$ cat src/rtl/seqdivider.sv
// seqdivider -- sequential restoring unsigned divider.
//
// Resolves one quotient bit per clock using a restoring shift/subtract
// loop. A start/busy/done handshake lets a controller issue divisions
// back-to-back: a start seen in the DONE cycle is accepted immediately.
//
// Ports:
//   clock    in   1  system clock, rising edge
//   reset    in   1  synchronous, active-high reset
//   start    in   1  request a division (ignored while busy)
//   A        in   n  dividend, sampled with start
//   B        in   n  divisor, sampled with start
//   Q        out  n  quotient (registered)
//   R        out  n  remainder (registered)
//   busy     out  1  division in progress
//   done     out  1  one-cycle pulse, Q/R valid from this cycle onward
//   divzero  out  1  last accepted division had B == 0
module seqdivider #(
  parameter int n = 4
) (
  input  logic         clock,
  input  logic         reset,
  input  logic         start,
  input  logic [n-1:0] A,
  input  logic [n-1:0] B,
  output logic [n-1:0] Q,
  output logic [n-1:0] R,
  output logic         busy,
  output logic         done,
  output logic         divzero
);

  localparam int CW = (n > 1) ? $clog2(n) : 1;
  localparam logic [CW-1:0] CNT_LAST = CW'(n - 1);
  localparam logic [CW-1:0] CNT_ONE  = CW'(1);

  typedef enum logic [1:0] {IDLE, RUN, DONE} state_t;

  state_t         state_q, state_d;
  logic [n:0]     rem_q, rem_d;
  logic [n-1:0]   quo_q, quo_d;
  logic [n-1:0]   div_q, div_d;
  logic [CW-1:0]  cnt_q, cnt_d;
  logic [n-1:0]   qOut_q, qOut_d;
  logic [n-1:0]   rOut_q, rOut_d;
  logic           divzero_q, divzero_d;

  logic [n:0]     trial;
  logic [n:0]     diff;
  logic           fits;
  logic [n:0]     remNext;
  logic [n-1:0]   quoNext;

  // State and datapath registers; reset discards any in-flight division.
  always_ff @(posedge clock) begin
    if (reset) begin
      state_q   <= IDLE;
      rem_q     <= '0;
      quo_q     <= '0;
      div_q     <= '0;
      cnt_q     <= '0;
      qOut_q    <= '0;
      rOut_q    <= '0;
      divzero_q <= 1'b0;
    end else begin
      state_q   <= state_d;
      rem_q     <= rem_d;
      quo_q     <= quo_d;
      div_q     <= div_d;
      cnt_q     <= cnt_d;
      qOut_q    <= qOut_d;
      rOut_q    <= rOut_d;
      divzero_q <= divzero_d;
    end
  end

  // One restoring step: shift the next dividend bit into the partial
  // remainder, subtract the divisor when it fits. The remainder always
  // stays below the divisor, so its top bit only ever carries the shifted
  // out compare bit and is dropped by the shift.
  always_comb begin
    trial   = (rem_q << 1) | (n + 1)'(quo_q[n-1]);
    diff    = trial - {1'b0, div_q};
    fits    = (trial >= {1'b0, div_q});
    remNext = fits ? diff : trial;
    quoNext = {quo_q[n-2:0], fits};
  end

  // Next-state and register updates; everything holds by default.
  always_comb begin
    state_d   = state_q;
    rem_d     = rem_q;
    quo_d     = quo_q;
    div_d     = div_q;
    cnt_d     = cnt_q;
    qOut_d    = qOut_q;
    rOut_d    = rOut_q;
    divzero_d = divzero_q;

    case (state_q)
      IDLE, DONE: begin
        if (start) begin
          quo_d     = A;
          div_d     = B;
          rem_d     = '0;
          cnt_d     = CNT_LAST;
          divzero_d = 1'b0;
          if (B != '0) begin
            state_d = RUN;
          end else begin
            // Divide by zero skips the loop and reports a saturated quotient.
            state_d   = DONE;
            qOut_d    = '1;
            rOut_d    = A;
            divzero_d = 1'b1;
          end
        end else begin
          state_d = IDLE;
        end
      end

      RUN: begin
        rem_d = remNext;
        quo_d = quoNext;
        cnt_d = cnt_q - CNT_ONE;
        if (cnt_q == '0) begin
          qOut_d  = quoNext;
          rOut_d  = remNext[n-1:0];
          state_d = DONE;
        end
      end

      default: state_d = IDLE;
    endcase
  end

  assign Q       = qOut_q;
  assign R       = rOut_q;
  assign busy    = (state_q == RUN);
  assign done    = (state_q == DONE);
  assign divzero = divzero_q;

endmodule

$ cat config.mk
export PLATFORM = sky130hd
export DESIGN_NAME = seqdivider
export DESIGN_NICKNAME = d
export VERILOG_FILES = /design/src/rtl/seqdivider.sv
export SDC_FILE = /design/constraint.sdc
export NUM_CORES = 1
export LEC_CHECK = 0
export CORE_MARGIN = 5
export CORE_UTILIZATION = 51
export CTS_CLUSTER_DIAMETER = 150
export CTS_CLUSTER_SIZE = 20
export DETAILED_ROUTE_END_ITERATION = 16
export GPL_TIMING_DRIVEN = 0
export PLACE_DENSITY = 0.78
export SYNTH_ARGS = -nofsm -noshare
export SYNTH_HDL_FRONTEND = slang
export SYNTH_SLANG_ARGS = --single-unit
$ cat constraint.sdc
create_clock -name clock -period 2.1 [get_ports clock]
set_input_delay 0.63 -clock clock [delete_from_list [all_inputs] [get_ports clock]]
set_output_delay 0.63 -clock clock [all_outputs]
set_load 0.05 [all_outputs]
## Word level (Yosys, flattened, before mapping)

Index checks and enable logic that the tools add are counted.

- $add $sub $neg: 2
- $mul: 0
- Div/mod/pow operators: 0
- Order comparisons: 1
- Equality and inequality tests: 5
- Shifts and indexed selects: 0
- Muxes and demuxes: 20
- Bitwise operators: 1
- Reduce and logical (&&, ||, !) cells: 8

Operators with widths:

| operator | count |
|---|---|
| 4-bit two-way mux | 9 |
| 4-bit case mux with 2 select lines | 4 |
| 2-bit two-way mux | 4 |
| 2-bit case mux with 2 select lines | 2 |
| 5-bit by 4-bit greater-or-equal comparator with 1-bit output | 1 |
| 5-bit by 1-bit bitwise OR with 5-bit output | 1 |
| 2-bit zero test | 2 |
| 2-bit != test, second input constant | 2 |
| 2-bit AND reduction | 2 |
| 4-bit AND reduction | 1 |
| 4-bit nonzero test | 1 |
| 4-bit subtractor | 1 |
| 2-bit by 1-bit == test with 1-bit output, second input constant | 1 |
| 2-bit == test, second input constant | 1 |
| 2-bit by 1-bit != test with 1-bit output, second input constant | 1 |
| 2-bit nonzero test | 1 |
| 2-bit OR reduction | 1 |
| 2-bit by 1-bit subtractor with 2-bit output, second input constant | 1 |
| 1-bit two-way mux | 1 |

- Register bits after elaboration: 25
- Bits in latches: 0
- Bits in writable memories: 0
- ROM bits: 0
- Memories: 0

## Longest topological paths before layout

Gate-level depths: netlist of the first run.

- Depth after elaboration: 5
- Mapped depth: 7

## Worst setup path before layout of the first run

No wires, ideal clock.

- Path type: register -> register
- Start: register quo_q[3]
- End: register rOut_q[2] (netlist: R[2])
- Library setup time: 88 ps
- Arrival: 1702 ps
- Data required time: 2012 ps
- Slack: 310 ps
- Cell stages (with the launch flop): 7
- Buffers on the path: 0
- Period minus slack after synthesis: 1790 ps
- Cells stage by stage: dfxtp_1 inv_1 ha_1 nand2b_1 a2111oi_4 o211ai_1 a311oi_2

- Cells in the longest elaborated chain, start to end: 5
- Elaborated cells between the ends (all ways): 6
- Classes of those cells: 1 x add/sub; 1 x order compare; 3 x mux; 1 x bitwise

RTL lines:

| item | RTL line | source |
|---|---|---|
| from (decl) | 41 | `logic [n-1:0] quo_q, quo_d;` |
| from (signal assigned) | 68 | `quo_q <= quo_d;` |
| 5-bit by 1-bit bitwise OR with 5-bit output * | 82 | `trial = (rem_q << 1) \| (n + 1)'(quo_q[n-1]);` |
| 4-bit subtractor or 5-bit by 4-bit greater-or-equal comparator with 1-bit output (tied branches) | 83, 84 |  |
| 4-bit two-way mux * | 85 | `remNext = fits ? diff : trial;` |
| 4-bit two-way mux * | 126 | `if (cnt_q == '0) begin` |
| 4-bit case mux with 2 select lines * | 100 | `case (state_q)` |
| to (signal assigned) | 72 | `rOut_q <= rOut_d;` |
| to (decl) | 45 | `logic [n-1:0] rOut_q, rOut_d;` |

Mark *: on every way between the ends. The rest lies on a longest branch, timed or not. The select of a mux whose other input is x is not followed.
A chain may end at the register's enable or synchronous reset.

## Worst setup path after layout of the first run

- Start: input port B[3]
- End: register rOut_q[3] (netlist: R[3])

- Cells in the longest elaborated chain, start to end: 3

RTL lines:

| item | RTL line | source |
|---|---|---|
| from (decl) | 25 | `input logic [n-1:0] B,` |
| 4-bit nonzero test | 108 | `if (B != '0) begin` |
| 2-bit != test (no source line) | - |  |
| 4-bit AND reduction (no source line) | - |  |

No other way between the ends.

==> qor.json, run 1 <==
{
  "outcome": "completed",
  "gpl.final_weighted_congestion": 0.845,
  "yosysWarnings": 0,
  "element_type_at_the_critical_path_start": "input port",
  "finalHoldViolCount": 0,
  "cts_max_path_buffers": 2,
  "cts-buffers-inserted": 3,
  "grt.total_usage_pct": 18.9,
  "dominantRegCellSynth": "dfxtp_1",
  "timing.fmax_ghz": 0.493,
  "cts-hold-fix-buffers": 0,
  "floorplan.die_area_sq_um": 3610,
  "ant_nets": 0,
  "post-layout-total-power_w": 0.00112,
  "cell_internal_pwr_w": 0.000717,
  "die_width_um": 60.1,
  "drc_errors": 0,
  "numPortBuffers": 20,
  "maximum_number_of_pins_on_one_net_before_global_route_repair": 16,
  "cts_root_buffer": "clkbuf_4",
  "r2r-end": "R[2]$_SDFFE_PP0P_",
  "setup_viol_count_final": 0,
  "drive_gt1_share_pct": 10.3,
  "final_nets": 192,
  "timing.critical_path.to_type": "register",
  "final_max_slew_viol_count": 0,
  "synth_seq_cells": 25,
  "vdd_drop_max_uv": 527,
  "hold-path-endpoint": "div_q[2]$_SDFFE_PP0P_",
  "rsz_0062_raised_after_global_routing": "no",
  "slew_headroom_pct": 67.3,
  "number_of_cells_on_the_worst_reg_to_reg_path": 6,
  "slowest_stage_delay_cp_ps": 600,
  "part_of_the_total_power_dissipated_in_sequential_elements_pct": 48.5,
  "yosys-top-cells-area": "dfxtp_1 39%, nand2_1 6.5%, nor2_1 6.2%",
  "finalWorstPathRequiredPeriod_ps": 2030,
  "post_synth_inst_count": 150,
  "routed_wl_mm": 3.00,
  "htreeDepth": 1,
  "switching_share_pct": 35.9,
  "crit_path_max_fanout": 8,
  "floorplan.die.height_um": 60.1,
  "antennaDiodeCount": 0,
  "min-delay-start": "div_q[2]$_SDFFE_PP0P_",
  "avgSynthCellArea_sq_um": 8.53,
  "synth_cell_types": 38,
  "final.setup_skew_ps": 4.03,
  "synthArstFlopShare_pct": 0,
  "finalCritPeriodShare_pct": 96.6,
  "crit_path_top_delay_cell": "or4_4",
  "core_area_sq_um": 2430,
  "dpl.cell_count": 200,
  "boundaryPins": 22,
  "synth_area_leader_cell": "dfxtp_1",
  "clk_latency_ps": 330,
  "fillerInstances": 238,
  "worst-slew-pin-transition_ps": 493,
  "detailedPlacementHpwl_mm": 2.34,
  "detail_route.wl_per_cell_um": 14.7,
  "antenna_violations_before_repair": 0,
  "syn2layout_area_growth_pct": 20.5,
  "arrival_ps": 2270,
  "path_clk_slew_ps": 140,
  "cp_cell_sequence": "clkdlybuf4s50_1, or4_4, o21ai_4, nor2_1, a311oi_1",
  "route.vias.total": 1179,
  "finalNonFillerCells": 204,
  "worstHoldPathType": "register to register",
  "clockPowerShare_pct": 20.4,
  "routed_via_density": 5.78,
  "comb_power_share_pct": 31.1,
  "netSwitchingPower_w": 0.000402,
  "leakage_dissipation_nw": 0.606,
  "dr.pass1.iters": 5,
  "syn-cell-area_sq_um": 1280,
  "cts_tree": "built",
  "synth_enable_flop_cells": 0,
  "timing.setup.critical_path_class": "input port to register",
  "sink_count_of_the_clock_tree": 25,
  "cp_data_required_time_ps": 2340,
  "hold-path-cell-count": 2,
  "seq_area_frac_synth_pct": 39.1,
  "grt_pass1_vias": 1156,
  "grt_first_pass_wirelength_mm": 5.14,
  "maxCapViolations": 0,
  "fin_setup_tns_ps": 0,
  "hold_slack_ps": 468,
  "placementRows": 18,
  "gr-total-overflow": 0,
  "cts_post_setup_buffers_inserted": 0,
  "setup.reg_to_reg.worst_slack_ps": 130,
  "share_of_yosys_cell_area_claimed_by_the_top_area_cell_type_pct": 39.1,
  "dr.first_iter.drc_count": 56,
  "postSynthNetCount": 167,
  "p_per_area_nw_per_um2": 725,
  "start_util_pct": 52.6,
  "rr_startpoint": "quo_q[3]$_SDFFE_PP0P_"
}
==> sequential cells by signal, indices dropped and copies added (netlist names) <==
register and flops:
Q 4, R 4, cnt_q 2, div_q 4
divzero 1, quo_q 4, rem_q 4, state_q 2
==> per-stage QoR <==
stage | instance area [sq um] | util (%) | setup slack, ps
2_1_floorplan | 1280 | - | 310
3_3_place_gp | 1520 | 62.4 | -227
3_5_place_dp | 1520 | 62.4 | -271
4_1_cts | 1540 | 63.2 | 17.0
5_1_grt | 1540 | 63.4 | 13.1
6_report | 1540 | 63.4 | 70.6
==> layout make-up <==
class	instances	area, sq um	share of cell area (%)
Clock buffer	3	22.5	1.46
Inverter	8	30.0	1.95
Sequential cell	25	502	32.5
Tap cell	30	37.5	2.43
Multi-Input combinational cell	110	723	46.9
Clock inverter	1	7.51	0.487
Timing Repair Buffer	20	189	12.2
Buffer	7	31.3	2.03
==> kinds of logic after synthesis <==
logic type	count (synthesis)	share of synthesized area, %
AO/OA/AOI/OAI	40	25.7
XOR/XNOR	1	0.684
adder cells (fa/ha/maj)	6	6.45
buffers and inverters	15	4.59
flip-flops	25	39.1
AND/OR/NAND/NOR	63	23.5
==> worst max-delay path: cells and delay by family <==
family	cells	cell delay, ps
compound gates	2	520
simple gates	2	670
buf+inv	1	450
==> cell usage in the layout (no fill, tap or decap), types with 2 or more instances in the layout <==
| master | netlist | routed |
|---|---|---|
| nor3_1 | 4 | 4 |
| o211ai_1 | 3 | 3 |
| nor2_1 | 21 | 21 |
| clkdlybuf4s50_1 | 0 | 9 |
| dfxtp_1 | 25 | 24 |
| inv_1 | 7 | 7 |
| nor2b_1 | 2 | 2 |
| a2111oi_0 | 2 | 2 |
| nand2_1 | 22 | 22 |
| a311oi_2 | 2 | 2 |
| a311oi_1 | 7 | 7 |
| clkbuf_1 | 5 | 4 |
| a21oi_1 | 12 | 12 |
| nand3b_1 | 2 | 2 |
| a31oi_1 | 3 | 3 |
| clkbuf_4 | 0 | 4 |
| nand4_1 | 2 | 2 |
| a211oi_1 | 2 | 2 |
| dlygate4sd2_1 | 0 | 10 |
| nand2b_1 | 3 | 2 |
| ha_1 | 5 | 5 |
==> power groups by stage <==
stage	clock network, W	logic (W)	registers (W)
after global placement	0	0.000344	0.000551
after floorplan	0	0.000199	0.000599
after global routing	0.000251	0.000379	0.000549
final	0.000228	0.000348	0.000543
after detailed placement	0	0.000353	0.000553
after CTS	0.000232	0.000344	0.000542
==> worst max path at each step <==
stage | endpoint | slack (ps) | startpoint | cells after the start
after floorplan | R[2]$_SDFFE_PP0P_ | 310 | quo_q[3]$_SDFFE_PP0P_ | 6
after global placement | busy | -230 | state_q[0]$_SDFFE_PP0N_ | 4
after global routing | R[3]$_SDFFE_PP0P_ | 10 | start | 6
after detailed placement | R[3]$_SDFFE_PP0P_ | -270 | B[3] | 5
final | R[3]$_SDFFE_PP0P_ | 70 | B[3] | 5
after CTS | busy | 20 | state_q[0]$_SDFFE_PP0N_ | 4
==> synth_stat cells, types with 2 or more instances <==
| library cell | n |
|---|---|
| a211oi_1 | 2 |
| a31oi_1 | 3 |
| inv_1 | 7 |
| nor3_1 | 4 |
| ha_1 | 5 |
| nand3b_1 | 2 |
| nand2b_1 | 3 |
| a311oi_2 | 2 |
| a311oi_1 | 7 |
| buf_2 | 2 |
| dfxtp_1 | 25 |
| nand4_1 | 2 |
| nor2b_1 | 2 |
| clkbuf_1 | 5 |
| nand2_1 | 22 |
| a21oi_1 | 12 |
| o211ai_1 | 3 |
| a2111oi_0 | 2 |
| nor2_1 | 21 |
==> routing by layer <==
| layer | track usage (%) | vias up | wire [um] |
|---|---|---|---|
| met5 | 0 | - | 0 |
| met3 | 2.16 | 5 | 123 |
| met4 | 8.86 | 0 | 53 |
| met1 | 25.7 | 555 | 1450 |
| li1 | - | 590 | - |
| met2 | 29.8 | 29 | 1380 |
==> what timing repair did <==
action                     CTS  global route
pin swaps                    0             1
setup endpoints to repair   11             5
gates resized for setup     17             4
cloned                       0             0
(Power assumes the default switching activity.)
==> run 2: changes to the inputs <==
Settings changed: CTS_CLUSTER_DIAMETER 150 to default, CTS_CLUSTER_SIZE 20 to 24.
==> results of run 2 <==
The final DEF is identical to that of run 1; final timing and power are the same.
==> run 3: changes to the inputs <==
Settings changed: GPL_TIMING_DRIVEN 0 to default.
==> qor.json, run 3 (same netlist as run 1, synthesis figures left out) <==
{
  "grt_first_pass_wirelength": {"value": 5.30, "unit": "mm", "change": "+3.1%"},
  "cts_max_path_buffers": {"value": 2, "change": "unchanged"},
  "slew_headroom": {"value": 72.7, "unit": "%", "change": "+5.4 points"},
  "dr.first_iter.drc_count": {"value": 57, "change": "+1.8%"},
  "gpl.final_weighted_congestion": {"value": 0.842, "change": "-0.32%"},
  "grt.total_usage": {"value": 19.2, "unit": "%", "change": "+0.29 points"},
  "detail_route.wl_per_cell": {"value": 14.5, "unit": "um", "change": "-1.2%"},
  "p_per_area": {"value": 705, "unit": "nW/um^2", "change": "-2.9%"},
  "layout_setup_ws": {"value": 136, "unit": "ps", "change": "+65.9 ps"},
  "finalWorstPathRequiredPeriod": {"value": 1960, "unit": "ps", "change": "-65.9 ps"},
  "cts_tree": "built",
  "place_ws": {"value": -214, "unit": "ps", "change": "+56.6 ps"},
  "floorplan.die_area": {"value": 3610, "unit": "sq um", "change": "unchanged"},
  "vdd_drop_max": {"value": 735, "unit": "uV", "change": "+39%"},
  "postLayoutCoreUtil": {"value": 65.8, "unit": "%", "change": "+2.4 points"},
  "grt_pass1_vias": {"value": 1179, "change": "+2.0%"},
  "routed_via_density": {"value": 5.70, "change": "-1.3%"},
  "worstHoldPathType": "register to register",
  "path_clk_slew": {"value": 150, "unit": "ps", "change": "about the same"},
  "timing.setup.critical_path_class": "input port to register",
  "finalCritPeriodShare": {"value": 93.5, "unit": "%", "change": "-3.1 points"},
  "dr.pass1.iters": {"value": 4, "change": "-1"},
  "boundaryPins": {"value": 22, "change": "unchanged"},
  "outcome": "completed",
  "htreeDepth": {"value": 1, "change": "unchanged"},
  "cp_data_required_time": {"value": 2340, "unit": "ps", "change": "about the same"},
  "final_nets": {"value": 198, "change": "+3.1%"},
  "core_area": {"value": 2430, "unit": "sq um", "change": "unchanged"},
  "placementRows": {"value": 18, "change": "unchanged"},
  "route.vias.total": {"value": 1198, "change": "+1.6%"},
  "final_non_filler_cell_area": {"value": 1600, "unit": "sq um", "change": "+3.8%"},
  "drc_errors": {"value": 0, "change": "unchanged"},
  "timing.fmax": {"value": 0.509, "unit": "GHz", "change": "+3.4%"},
  "element_type_at_the_critical_path_start": "input port",
  "hold_slack": {"value": 466, "unit": "ps", "change": "-2.41 ps"},
  "detailedPlacementHpwl": {"value": 2.49, "unit": "mm", "change": "+6.8%"},
  "cts_root_buffer": "clkbuf_4",
  "number_of_cells_on_the_worst_reg_to_reg_path": {"value": 6, "change": "unchanged"},
  "syn2layout_area_growth_pct": 25.1,
  "arrival": {"value": 2210, "unit": "ps", "change": "-60 ps"},
  "clk_latency": {"value": 320, "unit": "ps", "change": "about the same"},
  "crit_path_max_fanout": {"value": 8, "change": "unchanged"},
  "layout.cells.most_common": "dfxtp_1",
  "cts-buffers-inserted": {"value": 3, "change": "unchanged"},
  "ctsResizeCount": {"value": 0, "change": "-17"},
  "setup_viol_count_final": {"value": 0, "change": "unchanged"},
  "place_area": {"value": 1570, "unit": "sq um", "change": "+3.7%"},
  "layout_common_cells": "25 x dfxtp_1, 22 x nand2_1, 22 x buf_4",
  "leakage_dissipation": {"value": 0.633, "unit": "nW", "change": "+4.6%"},
  "ant_nets": {"value": 0, "change": "unchanged"},
  "maxCapViolations": {"value": 0, "change": "unchanged"},
  "cts-hold-fix-buffers": {"value": 0, "change": "unchanged"},
  "maximum_number_of_pins_on_one_net_before_global_route_repair": {"value": 16, "change": "unchanged"},
  "finalHoldViolCount": {"value": 0, "change": "unchanged"},
  "hold-path-cell-count": {"value": 2, "change": "unchanged"},
  "routed_wl": {"value": 3.05, "unit": "mm", "change": "+1.7%"},
  "start_util": {"value": 52.6, "unit": "%", "change": "unchanged"},
  "rsz_0062_raised_after_global_routing": "no",
  "drive_gt1_share": {"value": 20.0, "unit": "%", "change": "+9.7 points"},
  "final_max_slew_viol_count": {"value": 0, "change": "unchanged"},
  "timing.critical_path.to_type": "register",
  "gr-total-overflow": {"value": 0, "change": "unchanged"},
  "worst-slew-pin-transition": {"value": 410, "unit": "ps", "change": "-82.7 ps"},
  "antenna_violations_before_repair": {"value": 0, "change": "unchanged"},
  "numPortBuffers": {"value": 21, "change": "+5.0%"},
  "sink_count_of_the_clock_tree": {"value": 25, "change": "unchanged"},
  "floorplan.die.height": {"value": 60.1, "unit": "um", "change": "unchanged"},
  "cts_post_setup_buffers_inserted": {"value": 0, "change": "unchanged"},
  "final.setup_skew": {"value": 17.8, "unit": "ps", "change": "+13.8 ps"},
  "die_width": {"value": 60.1, "unit": "um", "change": "unchanged"},
  "antennaDiodeCount": {"value": 0, "change": "unchanged"}
}
## run 3: cell count changes in the layout (fill, tap and decap cells not counted), sizes merged
cell,previous run,this run
clkdlybuf4s50,9,10
clkinv,0,1
buf,3,23
clkbuf,8,3
clkinvlp,1,0
dlygate4sd2,10,0
## run 3: routing by layer
layer	track usage, %	vias to the layer above	part of all wire, %	wire [um]
met4	4.43	0	1.4	42
met1	24.0	555	44	1340
met3	4.97	4	5.7	173
met2	32.9	36	49	1500
met5	0	-	0	0
li1	-	603	-	-
## run 3: per-stage QoR
step	setup TNS [ps]	cells	total power, W
2_1_floorplan	0	150	0.000798
3_3_place_gp	-1020	206	0.000910
3_5_place_dp	-1430	206	0.000921
4_1_cts	0	210	0.00113
5_1_grt	0	210	0.00119
6_report	0	210	0.00113
## run 3: cell type report
cell class	instances	area (sq um)
clock inverter	1	5.00
multi-input combinational	110	721
sequential	25	500
clock buffer	3	22.5
tap	30	37.5
fill	199	831
timing repair buffer	33	285
inverter	8	30.0
## run 3: worst paths after layout
check	from	slack [ps]	to
worst min register to register	div_q[1]$_SDFFE_PP0P_	470	div_q[1]$_SDFFE_PP0P_
worst min-delay path	div_q[1]$_SDFFE_PP0P_	470	div_q[1]$_SDFFE_PP0P_
worst max register to register	quo_q[3]$_SDFFE_PP0P_	140	R[2]$_SDFFE_PP0P_
worst max-delay path	B[3]	140	R[3]$_SDFFE_PP0P_
## run 3: power breakdown
group	switching (W)	internal (W)	leakage (nW)	total (W)
combinational	0.000219	0.000149	0.410	0.000369
sequential	0.0000287	0.000516	0.205	0.000545
clock	0.000144	0.0000712	0.0177	0.000215
## run 3: worst max-delay path, stage by stage
cell and delay, ps:
clkdlybuf4s50_1 440, or4_4 570, o21ai_4 240, nor2_1 70, a311oi_1 250
